### src/rtl/force_reg_drainer.sv
// rtl/force_reg_drainer.sv - round-robin drainer for upstream force registers
package force_reg_pkg;
  typedef struct packed {
    logic [31:0] f;
    logic [2:0]  cid;
    logic [7:0]  parid;
  } force_packet_t;
endpackage

module force_reg_drainer
  import force_reg_pkg::*;
#(
  parameter int NUM_REGS = 4,
  parameter int IDX_W    = $clog2(NUM_REGS)
) (
  input  logic                         clk,
  input  logic                         rst,
  input  logic [NUM_REGS-1:0]          i_reg_valid,
  input  force_packet_t [NUM_REGS-1:0] i_regs,
  output logic [NUM_REGS-1:0]          o_release_select,
  output logic [NUM_REGS-1:0]          o_lock,
  output force_packet_t                o_pkt,
  output logic                         o_valid,
  input  logic                         i_ready
);

  typedef enum logic [1:0] {IDLE, SEND, RELEASE} state_t;

  state_t             state;
  state_t             state_nxt;
  logic [IDX_W-1:0]   rr_ptr;
  logic [IDX_W-1:0]   cur_idx;
  logic [IDX_W-1:0]   sel;
  logic [IDX_W-1:0]   ptr_nxt;
  logic               sel_found;
  logic [NUM_REGS-1:0] cur_onehot;
  int                 scan_idx;

  // First valid register at or after rr_ptr, wrapping modulo NUM_REGS.
  always_comb begin
    sel       = '0;
    sel_found = 1'b0;
    scan_idx  = 0;
    for (int i = 0; i < NUM_REGS; i++) begin
      scan_idx = (int'(rr_ptr) + i) % NUM_REGS;
      if (!sel_found && i_reg_valid[IDX_W'(scan_idx)]) begin
        sel_found = 1'b1;
        sel       = IDX_W'(scan_idx);
      end
    end
  end

  assign ptr_nxt    = (cur_idx == IDX_W'(NUM_REGS - 1)) ? '0 : cur_idx + IDX_W'(1);
  assign cur_onehot = NUM_REGS'(1) << cur_idx;

  always_ff @(posedge clk or negedge rst) begin
    if (!rst) begin
      state <= IDLE;
    end else begin
      state <= state_nxt;
    end
  end

  always_comb begin
    state_nxt        = state;
    o_valid          = 1'b0;
    o_lock           = '0;
    o_release_select = '0;
    case (state)
      IDLE: begin
        if (sel_found) state_nxt = SEND;
      end
      SEND: begin
        o_valid = 1'b1;
        o_lock  = cur_onehot;
        if (i_ready) state_nxt = RELEASE;
      end
      RELEASE: begin
        o_lock           = cur_onehot;
        o_release_select = cur_onehot;
        state_nxt        = IDLE;
      end
      default: state_nxt = IDLE;
    endcase
  end

  // o_pkt is captured once at the scan so upstream changes cannot disturb it.
  always_ff @(posedge clk or negedge rst) begin
    if (!rst) begin
      rr_ptr  <= '0;
      cur_idx <= '0;
      o_pkt   <= '0;
    end else begin
      if (state == IDLE && sel_found) begin
        o_pkt   <= i_regs[sel];
        cur_idx <= sel;
      end
      if (state == SEND && i_ready) begin
        rr_ptr <= ptr_nxt;
      end
    end
  end

endmodule

### config.mk
export PLATFORM = sky130hd
export DESIGN_NAME = force_reg_drainer
export DESIGN_NICKNAME = d
export VERILOG_FILES = /design/src/rtl/force_reg_drainer.sv
export SDC_FILE = /design/constraint.sdc
export NUM_CORES = 1
export LEC_CHECK = 0
export ABC_AREA = 0
export BUFFER_PORTS_ARGS = -buffer_cell sky130_fd_sc_hd__buf_4
export CAP_MARGIN = 10
export CORE_MARGIN = 5
export CORE_UTILIZATION = 45
export CTS_CLUSTER_SIZE = 16
export DETAILED_ROUTE_END_ITERATION = 8
export PLACE_DENSITY = 0.87
export SKIP_CTS_REPAIR_TIMING = 1
export SYNTH_ARGS = -nofsm -noshare
export SYNTH_HDL_FRONTEND = slang
export SYNTH_SLANG_ARGS = --single-unit
### constraint.sdc
create_clock -name clk -period 3.4 [get_ports clk]
set_clock_uncertainty 0.2 [all_clocks]
set_input_delay 0.17 -clock clk [delete_from_list [all_inputs] [get_ports clk]]
set_output_delay 0.17 -clock clk [all_outputs]
set_load 0.01 [all_outputs]
**Yosys cells after proc, flatten, opt, wreduce, memory -nomap -nowiden**

Cells that the tools add are included.

- Reduce and logical (&&, ||, !) cells: 11
- Shift-type cells: 1
- Muxes and demuxes: 29
- Add/subtract/negate cells: 4
- Equal/unequal tests: 5
- Magnitude comparators: 5

Operators by type and width:

| cell | number |
|---|---|
| 43-bit binary-select mux with 2-bit select | 1 |
| 43-bit 2-to-1 mux | 1 |
| 2-bit by 4-bit less-than comparator with 1-bit output, second input constant | 4 |
| 2-bit 2-to-1 mux | 7 |
| 1-bit 2-to-1 mux | 13 |
| 1-bit binary-select mux with 2-bit select | 4 |
| 4-bit 2-to-1 mux | 2 |
| 1-bit logical AND | 5 |
| 2-bit by 1-bit adder with 2-bit output, second input constant | 2 |
| 2-bit adder, second input constant | 2 |
| 2-bit equality test, second input constant | 2 |
| 2-bit != test, second input constant | 2 |
| 2-bit one-hot mux with 2 select lines | 1 |
| 1-bit by 2-bit left shift with 4-bit output, first input constant | 1 |
| 1-bit logical NOT | 3 |
| 2-bit by 3-bit less-than comparator with 1-bit output, second input constant | 1 |
| 2-bit by 1-bit equality test with 1-bit output, second input constant | 1 |
| 2-bit logical NOT | 1 |
| 2-bit AND reduction | 1 |
| 2-bit OR reduction | 1 |

- Bits of input ports: 179
- Bits in registers: 49
- Logic and storage cells: 61
- Output and inout port bits: 52

**Depth between registers and ports, before layout**

Gate-level depths: netlist (run 1).

- Word-level depth: 15
- Depth in mapped cells: 8
- Gate-level depth less buffers: 5

**Worst setup path before layout (run 1)**

No wires, ideal clock.

- Path type: register to register
- Start point: register rr_ptr[0]
- End point: register o_pkt[15] (netlist bit)
- Slack: 1.511 ns
- Setup time: 0.132 ns
- Period minus slack after synthesis: 1.889 ns
- Arrival time: 1.558 ns
- Buffers on the path: 2
- Data required time: 3.068 ns
- Cell stages (with the launch flop): 8
- Cells stage by stage: dfrtp_1 -> and2b_1 -> a21oi_2 -> o221ai_2 -> buf_6 -> buf_6 -> mux2i_1 -> o221ai_2

- Cells in the longest elaborated chain, start to end: 15
- Elaborated cells on any way between the ends: 32
- Classes of those cells: 3 x add/sub; 22 x mux; 7 x reduce/logical

RTL lines:

| item | line | RTL |
|---|---|---|
| from (decl) | 31 | `logic [IDX_W-1:0] rr_ptr;` |
| from (signal assigned) | 99 | `rr_ptr <= ptr_nxt;` |
| parallel branches: the longest is 15 deep, another holds 2-bit by 1-bit adder with 2-bit output | - |  |
| to (signal assigned) | 95 | `o_pkt <= i_regs[sel];` |
| to (decl) | 22 | `output force_packet_t o_pkt,` |

Several ways; the timed one is not identified. The select of a mux whose other input is x is not followed.
A chain may end at the register's enable or synchronous reset.

**Worst setup path in the final report (run 1)**

- Start point: register rr_ptr[0]
- End point: register o_pkt[16] (netlist bit)

The elaborated chain is that of the path after synthesis.

==> results of run 1 <==
==> critical path: cells and delay by family, from the launching register on <==
| kind | cells | cell delay (ns) |
|---|---|---|
| buffers and inverters | 2 | 1.18 |
| DFF | 1 | 0.43 |
| AOI/OAI and AO/OA | 3 | 0.36 |
| and+or+nand+nor | 1 | 0.24 |
| muxes | 1 | 0.24 |
==> registers in the layout, indices dropped and copies added (netlist names) <==
name / cells
state: 2
cur_idx: 2
o_pkt: 43
rr_ptr: 2
==> layout make-up <==
cell class / instances / share of cell area [%]
flip-flops and latches: 49 / 23.9
multi-input cells: 218 / 35.0
clock buffers: 7 / 1.88
inverters: 5 / 0.366
clock inverters: 1 / 0.0977
well taps: 96 / 2.34
repair buffers: 245 / 36.4
==> how the worst max path moves through the flow <==
stage | slack [ns] | endpoint | start | cells past startpoint
finish | 0.56 | o_pkt[16] | rr_ptr[0] | 7
global route | 0.42 | o_pkt[20] | rr_ptr[0] | 7
CTS | 0.89 | o_pkt[18] | rr_ptr[1] | 6
detailed placement | 0.91 | o_pkt[17] | rr_ptr[1] | 6
global placement | 0.99 | o_pkt[17] | i_reg_valid[1] | 6
floorplan | 1.51 | o_pkt[15] | rr_ptr[0] | 7
==> Yosys cell counts <==
| cell type | n |
|---|---|
| inv_1 | 5 |
| mux2i_1 | 86 |
| buf_2 | 7 |
| nand2_1 | 48 |
| o221ai_1 | 36 |
| nand2b_1 | 1 |
| o2111ai_1 | 1 |
| o21ai_1 | 2 |
| nor2b_1 | 4 |
| o21ai_0 | 2 |
| o21a_1 | 1 |
| o22ai_1 | 1 |
| or2_1 | 1 |
| nor2_1 | 3 |
| buf_8 | 1 |
| o221ai_2 | 8 |
| a21oi_2 | 1 |
| buf_6 | 9 |
| mux2_2 | 1 |
| ha_1 | 7 |
| a21o_1 | 1 |
| nor4_2 | 1 |
| dfrtp_1 | 49 |
| a21oi_1 | 2 |
| and2b_1 | 1 |
| and2_1 | 8 |
| clkbuf_1 | 4 |
| a21boi_0 | 1 |
| o31ai_1 | 1 |
| buf_4 | 2 |
==> cell usage in the layout, fill, tap and decap left out, drive strengths merged <==
cell	Yosys	layout
nand2b	1	1
a21o	1	1
o2111ai	1	1
clkinv	0	1
o21a	1	1
or2	1	1
a21boi	1	1
o221ai	44	44
nor4	1	1
buf	19	234
o21ai	4	4
ha	7	7
nor2	3	3
clkbuf	4	7
a21oi	3	3
and2	8	8
dfrtp	49	49
nand2	48	48
o22ai	1	1
inv	5	5
o31ai	1	1
mux2i	86	86
nor2b	4	4
and2b	1	1
dlygate4sd3	0	11
mux2	1	1
==> metal layers <==
| metal | GRT usage (%) | vias to the layer above | wire, um |
|---|---|---|---|
| met3 | 6.14 | 28 | 1030 |
| met2 | 46.0 | 172 | 6110 |
| met5 | 0 | - | 0 |
| met4 | 9.51 | 0 | 348 |
| li1 | - | 1563 | - |
| met1 | 25.6 | 1573 | 3850 |
==> kinds of logic (layout without fill, tap and decap cells) <==
family / count (synthesis) / count (layout) / share of synthesized area [%]
DFF: 49 / 49 / 38.3
adders and majority gates: 7 / 7 / 2.73
and+or+nand+nor: 67 / 67 / 9.33
AOI/OAI and AO/OA: 57 / 57 / 16.2
muxes: 87 / 87 / 27.2
buffers and inverters: 28 / 258 / 6.25
==> stage by stage <==
stage               util, %  total power [uW]
CTS                    73.0              3820
global placement       71.5              3350
detailed placement     71.5              3450
finish                 74.6              3820
floorplan                 -              2580
global route           74.6              4100
==> power groups by stage <==
stage,logic [uW],clock network (uW),registers [uW]
2_1_floorplan,1420,0,1160
3_3_place_gp,2290,0,1060
3_5_place_dp,2370,0,1080
4_1_cts,2370,380,1070
5_1_grt,2580,400,1110
6_report,2370,368,1080
==> results.py, run 1 <==
metrics = {
    "global_route": {
        "grt_pass1_vias": 3564,
        "grt_start_max_net_pins": 50,
        "overflow": 0,
        "grt_use_total_pct": 24.3,
        "antenna_found_initial": 0,
        "grt_pass1_wl_um": 17000,
    },
    "worst_hold_path": {
        "hp-class": "in2reg",
        "min_from": "i_ready",
        "min_path_cells": 3,
        "hold_end": "state[1]",
    },
    "die": {
        "die-area_um2": 8910,
        "design.core.area_um2": 6870,
        "die_h_um": 94.4,
        "ioPinCount": 231,
        "rows": 30,
        "die_w_um": 94.4,
        "start_util_pct": 46.6,
    },
    "detailed_routing": {
        "drtIter0Drc": 86,
        "drcViolationCount": 0,
        "viasPerCell": 5.37,
        "ant_nets": 0,
        "wl_per_cell_um": 18.3,
        "vias": 3336,
        "dr.pass1.iters": 4,
        "wirelength_um": 11300,
    },
    "clock_network": {
        "root_buffer": "clkbuf_8",
        "clk_path_buf_depth": 2,
        "cts_tree": "done",
        "cts_num_sinks": 49,
        "ctsHtreeMaxLevel": 2,
        "clk_pin_slew_ns": 0.09,
        "worstSkewPairLatency_ns": 0.29,
        "cts_buffers": 5,
    },
    "critical_path": {
        "crit_path_max_fanout": 46,
        "start_kind": "register",
        "path_cells": "and2b_1, a21oi_2, o221ai_4, buf_4, mux2i_1, dlygate4sd3_1, o221ai_1",
        "crit_required_ns": 3.34,
        "cp-end-kind": "register",
        "r2r_slack_ns": 0.56,
        "crit_type": "reg2reg",
        "slowest_stage": "buf_4",
        "timing.rr.end": "o_pkt[16]",
        "reg2regPathDepth": 7,
        "crit_arrival_ns": 2.78,
        "max_stage_delay_ns": 0.61,
        "rr_startpoint": "rr_ptr[0]",
    },
    "run": {
        "drv_cap": 0,
    },
    "sta": {
        "timing.final.crit_share_pct": 83.6,
        "rsz0062_at_grt": "false",
        "fin_tns_setup_ns": 0,
        "fmax_ghz": 0.352,
        "fin_hold_ws_ns": -0.0350,
        "setup_viol": 0,
        "worst_slew_pin_slew_ns": 0.940,
        "drv_slew": 0,
        "layout_min_cycle_time_ns": 2.84,
        "hold_violations": 11,
        "maxSlewHeadroom_pct": 37.4,
        "worst_slack_ns": 0.559,
    },
    "finish": {
        "diodes": 0,
        "n_fill_cell": 513,
        "seq_area_um2": 1230,
        "multi_input_area_um2": 1790,
        "final_nets": 710,
        "final_cell_count_no_fill": 621,
        "synthToLayoutAreaGrowth_pct": 59.9,
        "final_cell_area_um2": 5120,
        "post_route_cells_drive_above_1_share_pct": 48.6,
    },
    "power_and_ir_drop": {
        "clkPwrFrac_pct": 9.6,
        "vdd_ir_drop_max_uv": 346,
        "combPwrFrac_pct": 62.2,
        "power.density_nw_per_um2": 745,
        "pwr-share-seq_pct": 28.2,
        "power.leakage_uw": 0.00275,
        "p_sw_share_pct": 41.8,
        "p_int_uw": 2220,
        "power_switching_uw": 1590,
    },
    "synthesis": {
        "synth_fp_nets": 481,
        "ys.warnings.count": 0,
        "synth_top_area_cell": "dfrtp_1",
        "ys_seq_area_share_pct": 38.3,
        "synth_cells": 295,
        "synthDistinctLibCells": 30,
        "avgSynthCellArea_um2": 10.9,
        "ys_seq_elements": 49,
        "syn_area_um2": 3200,
        "synth.area.top_cells": "dfrtp_1, mux2i_1, o221ai_1",
        "netlist.area_leader.share_pct": 38.3,
    },
    "placed_design": {
        "gp_congestion": 0.845,
        "placed_cells": 602,
        "dpl_cell_area_um2": 4910,
        "place_hpwl_um": 8910,
        "dp_slack_ns": 0.909,
        "numPortBuffers": 230,
    },
    "outcome": {
        "violations": "hold timing",
        "status": "complete, but fails checks",
    },
}
Note: power is estimated with default switching activity, not from simulation.
==> inputs of run 2 (changes only) <==
Settings changed: ABC_AREA 0 to 1, PLACE_DENSITY 0.87 to 0.81.
Clock period 3.4 ns to 2.8 ns, I/O delays scaled along.
==> run 2 against run 1 <==
Against the previous run: the run still ends with hold timing left; clock-buffer cell count fell by 2; via count rose by 51%; clock power rose by 62%; core utilization decreased by 4.9 points; setup slack worse by 0.32 ns; critical path type unchanged; largest cell class is now multi-input gates.
==> results.py, run 2 <==
metrics = {
    "outcome": {
        "status": "complete, but fails checks",
        "violations": "hold timing",
    },
    "synthesis": {
        "synth.area.top_cells": "dfrtp_1, nand2_1, inv_1",
        "ys.warnings.count": 0,
        "synth_fp_nets": 873,
        "synthFlopType": "dfrtp_1",
        "netlist.area_leader.share_pct": 30.0,
        "synth_cells": 687,
        "synth_edf_count": 0,
        "async_flop_share_pct": 100,
        "ys_seq_elements": 49,
        "synth_top_area_cell": "dfrtp_1",
        "yosysMostFrequentCell": "nand2_1",
        "syn_area_um2": 4090,
        "yosys-top-cells-count": "nand2_1, inv_1, nand3_1",
        "avgSynthCellArea_um2": 5.95,
        "ys_seq_area_share_pct": 30.0,
        "synthDistinctLibCells": 26,
    },
    "critical_path": {
        "rr_startpoint": "rr_ptr[0]",
        "path_cells": "inv_2, nand2_1, nand3_1, nand2_2, nor2_4, nand3_4, nand2_2, clkbuf_8, nor2_4, buf_4, nand2_1, nand3_1",
        "crit_path_max_fanout": 49,
        "crit_required_ns": 2.79,
        "start_kind": "register",
        "crit_arrival_ns": 2.55,
        "max_stage_delay_ns": 0.49,
        "reg2regPathDepth": 12,
        "setup.worst_path.start": "rr_ptr[0]",
        "cp-end-kind": "register",
        "crit_type": "reg2reg",
        "timing.rr.end": "o_pkt[22]",
        "worstSetupEndpoint": "o_pkt[22]",
        "slowest_stage": "dfrtp_2",
        "r2r_slack_ns": 0.24,
    },
    "die": {
        "ioPinCount": 231,
        "die_w_um": 105,
        "die_h_um": 105,
        "rows": 34,
        "die-area_um2": 11100,
        "start_util_pct": 46.4,
        "design.core.area_um2": 8810,
    },
    "global_route": {
        "overflow": 0,
        "grt_pass1_wl_um": 22000,
        "grt_pass1_vias": 4808,
        "grt_start_max_net_pins": 93,
        "antenna_found_initial": 0,
        "grt_use_total_pct": 23.7,
    },
    "power_and_ir_drop": {
        "power.leakage_uw": 0.00375,
        "power.density_nw_per_um2": 1170,
        "vdd_ir_drop_max_uv": 792,
        "report.power.total_uw": 7200,
    },
    "clock_network": {
        "cts_tree": "done",
        "ctsHtreeMaxLevel": 2,
        "cts_buffers": 5,
        "root_buffer": "clkbuf_8",
        "clk_pin_slew_ns": 0.09,
        "worstSkewPairLatency_ns": 0.30,
        "cts_num_sinks": 49,
        "clk_path_buf_depth": 2,
    },
    "sta": {
        "worst_slack_ns": 0.243,
        "timing.final.crit_share_pct": 91.3,
        "drv_slew": 0,
        "hold_violations": 19,
        "fin_hold_ws_ns": -0.0521,
        "layout_min_cycle_time_ns": 2.56,
        "fmax_ghz": 0.391,
        "maxSlewHeadroom_pct": 57.8,
        "worst_slew_pin_slew_ns": 0.632,
        "setup_viol": 0,
        "rsz0062_at_grt": "false",
        "fin_tns_setup_ns": 0,
    },
    "detailed_routing": {
        "wl_per_cell_um": 13.6,
        "viasPerCell": 4.92,
        "dr.pass1.iters": 5,
        "drcViolationCount": 0,
        "ant_nets": 0,
        "drtIter0Drc": 265,
        "wirelength_um": 13900,
        "vias": 5025,
    },
    "finish": {
        "largest_register_ff_count": 43,
        "n_fill_cell": 712,
        "post_route_cells_drive_above_1_share_pct": 29.1,
        "final_nets": 1099,
        "diodes": 0,
        "synthToLayoutAreaGrowth_pct": 50.1,
        "final_common_cell": "nand2_1",
        "layout_common_cells": "nand2_1, buf_4, inv_1",
        "largest-register": "o_pkt",
        "final_cell_count_no_fill": 1022,
        "final_util_pct": 69.7,
    },
    "worst_hold_path": {
        "hp-class": "in2reg",
    },
    "placed_design": {
        "numPortBuffers": 230,
        "gp_congestion": 0.904,
        "placed_cells": 996,
        "place_hpwl_um": 10700,
        "dp_slack_ns": 0.0242,
    },
    "run": {
        "drv_cap": 0,
    },
}
[run 2: cell types whose count changed after synthesis, moves of 26 or more]
cell | previous run | this run
nand3_1 | 0 | 64
o21ai_1 | 2 | 31
mux2i_1 | 86 | 0
nand2_1 | 48 | 276
o21ai_0 | 2 | 28
o221ai_1 | 36 | 0
inv_1 | 5 | 138
nand4_1 | 0 | 30
[run 2: critical path: cells and delay by family (launching register included)]
| family | cells | cell delay (ns) |
|---|---|---|
| buffers and inverters | 3 | 0.74 |
| DFF | 1 | 0.49 |
| and+or+nand+nor | 9 | 1.00 |
[run 2: where the power goes]
| group | switching (uW) | leakage (uW) | internal [uW] |
|---|---|---|---|
| Sequential | 242 | 0.000605 | 1090 |
| Clock | 240 | 0.0000681 | 355 |
| Combinational | 3280 | 0.00308 | 1990 |
| Total | 3770 | 0.00375 | 3430 |
[run 2: how the worst min path moves through the flow]
stage	from	endpoint	slack [ns]	cells past startpoint
finish	i_regs[41]	o_pkt[41]	-0.05	5
global route	i_regs[14]	o_pkt[14]	-0.003	5
CTS	rst	o_pkt[42]	-0.33	1
detailed placement	rst	o_pkt[10]	0.004	1
global placement	rst	rr_ptr[0]	0.0009	1
floorplan	rst	cur_idx[0]	-0.36	0
[run 2: final cells by class]
class,instances,area [um^2],share of cell area (%)
Timing Repair Buffer,257,2000,32.6
Clock inverter,3,65.1,1.06
Multi-Input combinational cell,458,2100,34.2
Sequential cell,49,1230,20.0
Inverter,142,539,8.79
Tap cell,108,135,2.20
Clock buffer,5,68.8,1.12
[run 2: logic make-up (layout without fill, tap and decap cells)]
kind of cell,after synthesis,count (layout),synth area share [%]
and+or+nand+nor,387,387,41.2
buffers and inverters,180,407,18.8
AOI/OAI and AO/OA,64,64,7.93
DFF,49,49,30.0
adders and majority gates,7,7,2.14
[run 2: stage by stage]
step           area [um^2]  hold slack [ns]
2_1_floorplan         4090           -0.356
3_3_place_gp          5810         0.000906
3_5_place_dp          5810          0.00385
4_1_cts               5940           -0.331
5_1_grt               6140         -0.00318
6_report              6140          -0.0521
[run 2: routing by layer]
| metal | global-route usage, % | vias up | part of all wire, % |
|---|---|---|---|
| met4 | 6.00 | 0 | 1.8 |
| met5 | 0 | - | 0 |
| met1 | 28.9 | 2184 | 38 |
| met2 | 42.3 | 276 | 50 |
| met3 | 5.01 | 20 | 10 |
| li1 | - | 2545 | - |
